## src/rtl/exc_pkg.sv

```systemverilog
`default_nettype none
// ============================================================================
//  Module      : exc_pkg
//  Description : Shared types and constants for the MIPS exception controller:
//                FSM state encoding, architectural cause codes, default vector.
//  Revision    : 1.0 - initial release
// ============================================================================
package exc_pkg;

    // Controller FSM states
    typedef enum logic [1:0] {
        ST_IDLE    = 2'd0,
        ST_TAKE    = 2'd1,
        ST_HANDLER = 2'd2,
        ST_RETURN  = 2'd3
    } exc_state_e;

    // Architectural cause codes (ExcCode field values)
    localparam logic [4:0] CAUSE_OVF  = 5'd12;
    localparam logic [4:0] CAUSE_RI   = 5'd10;
    localparam logic [4:0] CAUSE_SYS  = 5'd8;
    localparam logic [4:0] CAUSE_ADEL = 5'd4;

    // General exception handler entry point
    localparam logic [31:0] EXC_VECTOR_DEFAULT = 32'h8000_0180;

endpackage : exc_pkg
`default_nettype wire

```

## src/rtl/exc_prio_enc.sv

```systemverilog
`default_nettype none
// ============================================================================
//  Module      : exc_prio_enc
//  Description : Combinational lowest-index-first priority encoder. Index 0
//                is the oldest pipeline stage and therefore wins.
//  Revision    : 1.0 - initial release
// ============================================================================
module exc_prio_enc #(
    parameter int NUM_SRC = 4,
    parameter int IDX_W   = (NUM_SRC > 1) ? $clog2(NUM_SRC) : 1
) (
    input  logic [NUM_SRC-1:0] req,
    output logic               valid,
    output logic [IDX_W-1:0]   index
);

    assign valid = |req;

    // Scan from youngest to oldest so the lowest set index is written last
    always_comb begin
        index = '0;
        for (int i = NUM_SRC - 1; i >= 0; i--) begin
            if (req[i]) begin
                index = i[IDX_W-1:0];
            end
        end
    end

endmodule : exc_prio_enc
`default_nettype wire

```

## src/rtl/exc_ctrl.sv

```systemverilog
`default_nettype none
// ============================================================================
//  Module      : exc_ctrl
//  Description : Pipeline exception controller. Takes the oldest pending
//                request, latches EPC/Cause, pulses per-stage flushes and a
//                redirect to the handler vector, and returns to EPC on ERET.
//  Revision    : 1.0 - initial release
// ============================================================================
module exc_ctrl
    import exc_pkg::*;
#(
    parameter int          NUM_SRC = 4,
    parameter int          CAUSE_W = 5,
    parameter logic [31:0] VECTOR  = EXC_VECTOR_DEFAULT
) (
    input  logic                      clk,
    input  logic                      rst_n,
    input  logic [NUM_SRC-1:0]        exc_req,
    input  logic [NUM_SRC*CAUSE_W-1:0] exc_code,
    input  logic [NUM_SRC*32-1:0]     exc_pc,
    input  logic                      eret,
    output logic [NUM_SRC-1:0]        flush,
    output logic                      redirect_valid,
    output logic [31:0]               redirect_pc,
    output logic [31:0]               epc,
    output logic [CAUSE_W-1:0]        cause,
    output logic                      exl,
    output logic [7:0]                missed_cnt
);

    localparam int IDX_W = (NUM_SRC > 1) ? $clog2(NUM_SRC) : 1;

    exc_state_e           state_q, state_d;
    logic [NUM_SRC-1:0]   flush_q, flush_d;
    logic                 redirect_valid_q, redirect_valid_d;
    logic [31:0]          redirect_pc_q, redirect_pc_d;
    logic [31:0]          epc_q, epc_d;
    logic [CAUSE_W-1:0]   cause_q, cause_d;
    logic                 exl_q, exl_d;
    logic [7:0]           missed_q, missed_d;

    logic                 win_valid;
    logic [IDX_W-1:0]     win_idx;
    logic [31:0]          win_pc;
    logic [CAUSE_W-1:0]   win_code;
    logic [NUM_SRC-1:0]   take_mask;

    exc_prio_enc #(
        .NUM_SRC (NUM_SRC),
        .IDX_W   (IDX_W)
    ) u_prio_enc (
        .req     (exc_req),
        .valid   (win_valid),
        .index   (win_idx)
    );

    // Select the winner's PC/code and build the flush mask (winner and younger)
    always_comb begin
        win_pc    = '0;
        win_code  = '0;
        take_mask = '0;
        for (int i = 0; i < NUM_SRC; i++) begin
            if (i == int'(win_idx)) begin
                win_pc   = exc_pc[i*32 +: 32];
                win_code = exc_code[i*CAUSE_W +: CAUSE_W];
            end
            take_mask[i] = (i >= int'(win_idx));
        end
    end

    // Next-state and registered-output logic; pulses default low every cycle
    always_comb begin
        state_d          = state_q;
        flush_d          = '0;
        redirect_valid_d = 1'b0;
        redirect_pc_d    = redirect_pc_q;
        epc_d            = epc_q;
        cause_d          = cause_q;
        exl_d            = exl_q;
        missed_d         = missed_q;

        case (state_q)
            ST_IDLE: begin
                if (win_valid) begin
                    state_d          = ST_TAKE;
                    epc_d            = win_pc - 32'd4;
                    cause_d          = win_code;
                    flush_d          = take_mask;
                    redirect_valid_d = 1'b1;
                    redirect_pc_d    = VECTOR;
                    exl_d            = 1'b1;
                end
            end
            ST_TAKE: begin
                state_d = ST_HANDLER;
            end
            ST_HANDLER: begin
                if (eret) begin
                    state_d                = ST_RETURN;
                    redirect_valid_d       = 1'b1;
                    redirect_pc_d          = epc_q;
                    flush_d[NUM_SRC-1]     = 1'b1;
                    exl_d                  = 1'b0;
                end
            end
            ST_RETURN: begin
                state_d = ST_IDLE;
            end
            default: begin
                state_d = ST_IDLE;
            end
        endcase

        // Requests seen while masked are counted, even on the ERET edge
        if ((state_q == ST_HANDLER) && (|exc_req) && (missed_q != 8'hFF)) begin
            missed_d = missed_q + 8'd1;
        end
    end

    // State and output registers with asynchronous clear
    always_ff @(posedge clk or negedge rst_n) begin
        if (!rst_n) begin
            state_q          <= ST_IDLE;
            flush_q          <= '0;
            redirect_valid_q <= 1'b0;
            redirect_pc_q    <= '0;
            epc_q            <= '0;
            cause_q          <= '0;
            exl_q            <= 1'b0;
            missed_q         <= '0;
        end else begin
            state_q          <= state_d;
            flush_q          <= flush_d;
            redirect_valid_q <= redirect_valid_d;
            redirect_pc_q    <= redirect_pc_d;
            epc_q            <= epc_d;
            cause_q          <= cause_d;
            exl_q            <= exl_d;
            missed_q         <= missed_d;
        end
    end

    assign flush          = flush_q;
    assign redirect_valid = redirect_valid_q;
    assign redirect_pc    = redirect_pc_q;
    assign epc            = epc_q;
    assign cause          = cause_q;
    assign exl            = exl_q;
    assign missed_cnt     = missed_q;

endmodule : exc_ctrl
`default_nettype wire

```

## config.mk

```make
export PLATFORM = sky130hd
export DESIGN_NAME = exc_ctrl
export DESIGN_NICKNAME = d
export VERILOG_FILES = /design/src/rtl/exc_pkg.sv /design/src/rtl/exc_prio_enc.sv /design/src/rtl/exc_ctrl.sv
export SDC_FILE = /design/constraint.sdc
export NUM_CORES = 1
export LEC_CHECK = 0
export CORE_AREA = 2 2 152 80
export CTS_BUF_LIST = sky130_fd_sc_hd__clkbuf_8
export CTS_CLUSTER_DIAMETER = 30
export DETAILED_ROUTE_END_ITERATION = 8
export DIE_AREA = 0 0 154 82
export PLACE_DENSITY = 0.95
export SETUP_SLACK_MARGIN = 0.15
export SLEW_MARGIN = 20
export SYNTH_ARGS = -nofsm -noshare
export SYNTH_HDL_FRONTEND = slang
export SYNTH_SLANG_ARGS = --single-unit
```

## constraint.sdc

```tcl
create_clock -name clk -period 3.9 [get_ports clk]
set_clock_uncertainty 0.2 [all_clocks]
set_input_delay 0.585 -clock clk [delete_from_list [all_inputs] [get_ports clk]]
set_output_delay 0.585 -clock clk [all_outputs]
set_load 0.005 [all_outputs]
```

* Word-level counts from Yosys, hierarchy flattened *
Cells that the tools add are included.

word-level totals
  register bits after elaboration = 85
  logic and storage cells = 58

cells by class
  reductions and logical operators = 9
  muxes and demuxes = 27
  add/sub/neg operators = 2
  magnitude comparators = 3
  eq/ne operators = 9

operator list
  cell                                                    number
  2-to-1 mux 32 bit                                       6
  one-hot mux 32 bit (2 select lines)                     1
  subtractor 32 x 3 -> 32 bit (second input constant)     1
  2-to-1 mux 5 bit                                        4
  2-to-1 mux 2 bit                                        6
  adder 8 x 1 -> 8 bit (second input constant)            1
  inequality test 8 bit (second input constant)           1
  one-hot mux 2 bit (4 select lines)                      1
  one-hot mux 1 bit (2 select lines)                      3
  equality test 2 bit (first input constant)              2
  equality test 2 bit (second input constant)             2
  >= comparator 1 x 2 -> 1 bit (first input constant)     2
  logical NOT 2 bit                                       2
  2-to-1 mux 1 bit                                        4
  2-to-1 mux 4 bit                                        1
  AND reduction 2 bit                                     2
  OR reduction 4 bit                                      1
  2-to-1 mux 3 bit                                        1
  AND reduction 3 bit                                     1
  equality test 1 x 2 -> 1 bit (first input constant)     1
  equality test 2 x 1 -> 1 bit (second input constant)    1
  >= comparator 2 bit (first input constant)              1
  logical AND 1 bit                                       2
  inequality test 2 x 1 -> 1 bit (second input constant)  1
  2 further kinds                                         2

* Logic depth before layout (Yosys ltp) *
  depth after elaboration = 10
  mapped depth = 15
  depth with buffers taken out = 11

* Hierarchy *
Synthesis repeated with hierarchy kept, for this count alone.

unflattened totals
  cells, all modules = 412
  area, all modules = 4,775.8 um2

by module, submodules not included
  module        times used  area each (um2)  cells an instance
  exc_ctrl      1           4,740.8          405
  exc_prio_enc  1           35.0             7

* Least setup slack after synthesis *
No wires, ideal clock.

  path kind = input-to-reg
  start point = in exc_req[0]
  end point = reg epc_q[20], in the netlist epc[20]
  setup time = 132 ps
  slack = 867 ps
  data arrival time = 2,701 ps
  required time = 3,568 ps
  cell stages on the path = 13
  path through = buf_4 buf_2 clkbuf_1 a22o_1 o2bb2ai_1 and2_1 ha_1 inv_1 nor4_1 buf_2 nand4_1 xnor2_1 o21ai_1

on the way
  word-level cells in the longest chain between the ends = 7
  elaborated cells on any way between the ends = 12
  those cells by class = add/sub: 1; eq/ne: 3; mux: 5; reduce/logical: 3

ends and longest elaborated chain
  what                             line                text
  from (decl)                      exc_ctrl.sv:18      input logic [NUM_SRC-1:0] exc_req,
  2-to-1 mux 2 bit                 exc_prio_enc.sv:23  if (req[i]) begin
  logical NOT 2 bit                exc_ctrl.sv:63      if (i == int'(win_idx)) begin
  2-to-1 mux 32 bit (4 in series)  exc_ctrl.sv:63
  subtractor 32 x 3 -> 32 bit      exc_ctrl.sv:86      epc_d = win_pc - 32'd4;
  to (signal assigned)             exc_ctrl.sv:136     epc_q <= epc_d;
  to (decl)                        exc_ctrl.sv:37      logic [31:0] epc_q, epc_d;

Several ways; a longest one is shown, not always the timed one.
A chain may end at the register's enable or synchronous reset.

* Worst setup path after layout *
  start point = in exc_req[0]
  end point = reg epc_q[31], in the netlist epc[31]

Same word-level chain as after synthesis.

==> results by group <==
Power and ir drop
  • Int Power: 2830 µW
  • Static Leak: 0.00319 µW
  • Sw Share: 0.358
  • P_sw: 1580 µW
  • Peak supply drop: 324 µV
  • Clock Power Share: 0.151
  • Reg power frac: 0.368
  • Logic pwr share: 0.481
  • PD cells: 556 nW/µm²

Route
  • Antenna Nets Post-Route: 0
  • WL/cell: 19.2 µm
  • Initial DRC Count: 492
  • DR pass1 iterations: 5
  • Residual DRC: 0
  • Total number of vias: 5,610
  • WL final: 18.4 mm
  • Vias/cell: 5.86

Clock network
  • H-tree depth: 3
  • Worst-skew pair later-pin latency: 360 ps
  • TritonCTS clock tree: done
  • Post-CTS Hold Buffers: 1
  • Root Driver: clkbuf_8
  • Clock Path Buffers: 2
  • CTS Buf Count: 9
  • Worst-path clk slew: 90 ps
  • Post-CTS setup repair buffer count: 0
  • Post-cts gate resize count: 0
  • Sinks on Clock Net: 84

Die
  • Die Wd: 154 µm
  • Die H: 82 µm
  • Core area: 11,400 µm²
  • Starting Density: 0.445
  • Top-Level Pins: 238
  • Row Count: 28
  • Die ar.: 12,600 µm²

Synth
  • Yosys warns: 0
  • Syn Nets: 730
  • Synthesized cell area: 5070 µm²
  • Post-Syn Instances: 571
  • Flops & latches, synth: 84
  • Most frequent cell after synthesis: nand2_1
  • Synth Flop Type: dfrtp_1
  • Synth top area share: 0.414
  • Register area share after synthesis: 0.414
  • EDFF count, synth: 0
  • Fraction of registers with async set/reset: 1.00
  • Top post-synthesis cells by area: dfrtp_1 (41%), a22o_1 (7.8%), nand2_1 (6.7%), xnor2_1 (3.8%), a21oi_1 (3.5%)
  • Commonest cells post-synth: nand2_1 (91), dfrtp_1 (84), a22o_1 (45), a21oi_1 (35), o21ai_1 (28)
  • Cell taking the most area after synthesis: dfrtp_1
  • Synth cell types: 56
  • Synthesized area per cell: 8.88 µm²

Final layout
  • Register area: 2100 µm²
  • P&R area growth vs syn: 56.4%
  • Fraction of layout cells with a size suffix above 1: 0.0743
  • Design area: 7930 µm²
  • Nets: 962
  • Multi-input logic area: 2770 µm²
  • Filler cell count: 903
  • Antenna diodes: 0

Critical path
  • CP Buf/Inv Count: 2
  • CP max-delay cell: clkdlybuf4s50_1
  • CP arrival: 3560 ps
  • Worst path top cell family by delay: simple AND/OR/NAND/NOR gates
  • Most used cell, CP: nand2_1
  • Element type at the critical path start: input port
  • Largest fanout on the critical path: 44
  • Cell chain of the critical path: clkdlybuf4s50_1 > buf_12 > nor2_2 > nand2_1 > o22ai_1 > nand4_1 > nor3_1 > nand2_1 > o21a_1 > o31a_1
  • CP required: 3940 ps
  • CP Capture Type: flip-flop
  • CP max stage delay: 460 ps
  • WS Path Type: in -> reg

STA
  • RSZ-0062 raised after global routing: no
  • Slew Limit Fails: 0
  • Setup TNS: 0 ps
  • Tightest Pin Transition: 934 ps
  • Final min period: 3520 ps
  • Slew HR: 0.373
  • Worst Hold Margin: 292 ps
  • Hold Fails Final Rpt: 0
  • Fin crit share: 0.903
  • Fin worst setup slack: 379 ps
  • Max frequency: 284 MHz
  • Number of setup violations in the final report: 0

Place
  • Hpwl dp: 14.6 mm
  • PortBufs: 237
  • Placed Area: 7710 µm²
  • Post-place setup slack: 72.5 ps
  • Routability Congestion: 0.904

Global routing
  • GRT Resource Usage Total: 0.292
  • Initial antenna violation count: 0
  • Vias in the first global route: 5,362
  • Total gr overflow: 0
  • Largest net degree at the start of global routing: 45
  • First-pass GRT wire length: 28.5 mm

Worst hold path
  • Worst hold path class: reg -> reg

Outcome
  • Status: finished, final reports clean

Job
  • Max cap viols: 0
==> sequential cells by signal, indices dropped and copies added, names as in the netlist <==
name	cells
state_q	2
epc	32
cause	5
exl	1
flush	4
missed_cnt	8
redirect_pc	32
==> per-stage QoR <==
step,utilization,power [µW],std cells
floorplan,-,2440,571
global placement,0.678,3700,941
detailed placement,0.678,3770,941
CTS,0.697,4440,958
global route,0.697,4730,958
finish,0.697,4410,958
==> logic make-up (layout without fill, tap and decap cells) <==
| kind of cell | after synthesis | in the layout | share of synthesized area |
|---|---|---|---|
| AO/OA/AOI/OAI | 193 | 193 | 0.267 |
| buffers and inverters | 52 | 289 | 0.0469 |
| adder cells (fa/ha/maj) | 4 | 4 | 0.00987 |
| XOR/XNOR | 33 | 33 | 0.0570 |
| flip-flops | 84 | 84 | 0.414 |
| AND/OR/NAND/NOR | 205 | 205 | 0.204 |
==> routing by layer <==
layer  up-vias  track usage  wire length (µm)
li1       2565            -                 -
met1      2642        0.379              7600
met2       361        0.497              8500
met3        42       0.0728              1870
met4         0       0.0757               380
met5         -            0                 0
==> worst paths after layout <==
check / end / startpoint / cells past startpoint / slack (ps)
setup / recovery: epc[31]$_DFFE_PN0P_ / exc_req[0] / 10 / 380
hold / removal: redirect_pc[31]$_DFFE_PN0P_ / redirect_pc[31]$_DFFE_PN0P_ / 2 / 290
setup reg to reg: redirect_pc[1]$_DFFE_PN0P_ / state_q[0]$_DFFE_PN0P_ / 6 / 1550
hold reg to reg: redirect_pc[31]$_DFFE_PN0P_ / redirect_pc[31]$_DFFE_PN0P_ / 2 / 290
max in group asynchronous: redirect_pc[12]$_DFFE_PN0P_ / rst_n / 3 / 2230
min in group asynchronous: flush[2]$_DFF_PN0_ / rst_n / 2 / 520
==> power by group through the flow <==
stage	Clock (µW)	Combinational, µW	Sequential (µW)
floorplan	0	861	1580
global placement	0	2060	1640
detailed placement	0	2130	1640
CTS	681	2140	1630
global route	714	2330	1680
finish	666	2120	1620
==> worst reg2reg max path: cells and delay by family, from the launching register on <==
kind            cells  cell delay (ps)
flops               1              400
fa+ha+maj           1              420
buf+inv             2              430
simple gates        1              160
compound gates      2              680
==> placed cells by master (no fill, tap or decap), types with 2 or more instances in the layout <==
master           count
a21oi_1             34
a221oi_1            20
a22o_1              45
a311oi_1             6
and2_1               4
buf_12               4
buf_4               24
clkbuf_8            10
clkdlybuf4s50_1    236
dfrtp_1             84
ha_1                 4
inv_1                7
inv_6                3
nand2_1             90
nand2b_1            19
nand3_1              9
nand3b_1             3
nand4_1             19
nor2_1              17
nor2b_1             14
nor3_1              10
nor3b_1              2
nor4_1               2
nor4_2               2
nor4_4               2
o211ai_1             2
o21a_1               7
o21ai_0             24
o21ai_1             27
o22ai_1              6
o2bb2ai_1            4
o31a_1               3
or3b_1               2
xnor2_1             22
xor2_1              11
==> final cells by class <==
type                       count  area share
clock buffer                  10      0.0174
clock inverter                 6     0.00883
inverter                       8     0.00379
multi-input combinational    435       0.350
sequential                    84       0.265
tap                          150      0.0237
timing repair buffer         265       0.332
Note: power is estimated with default switching activity, not from simulation.
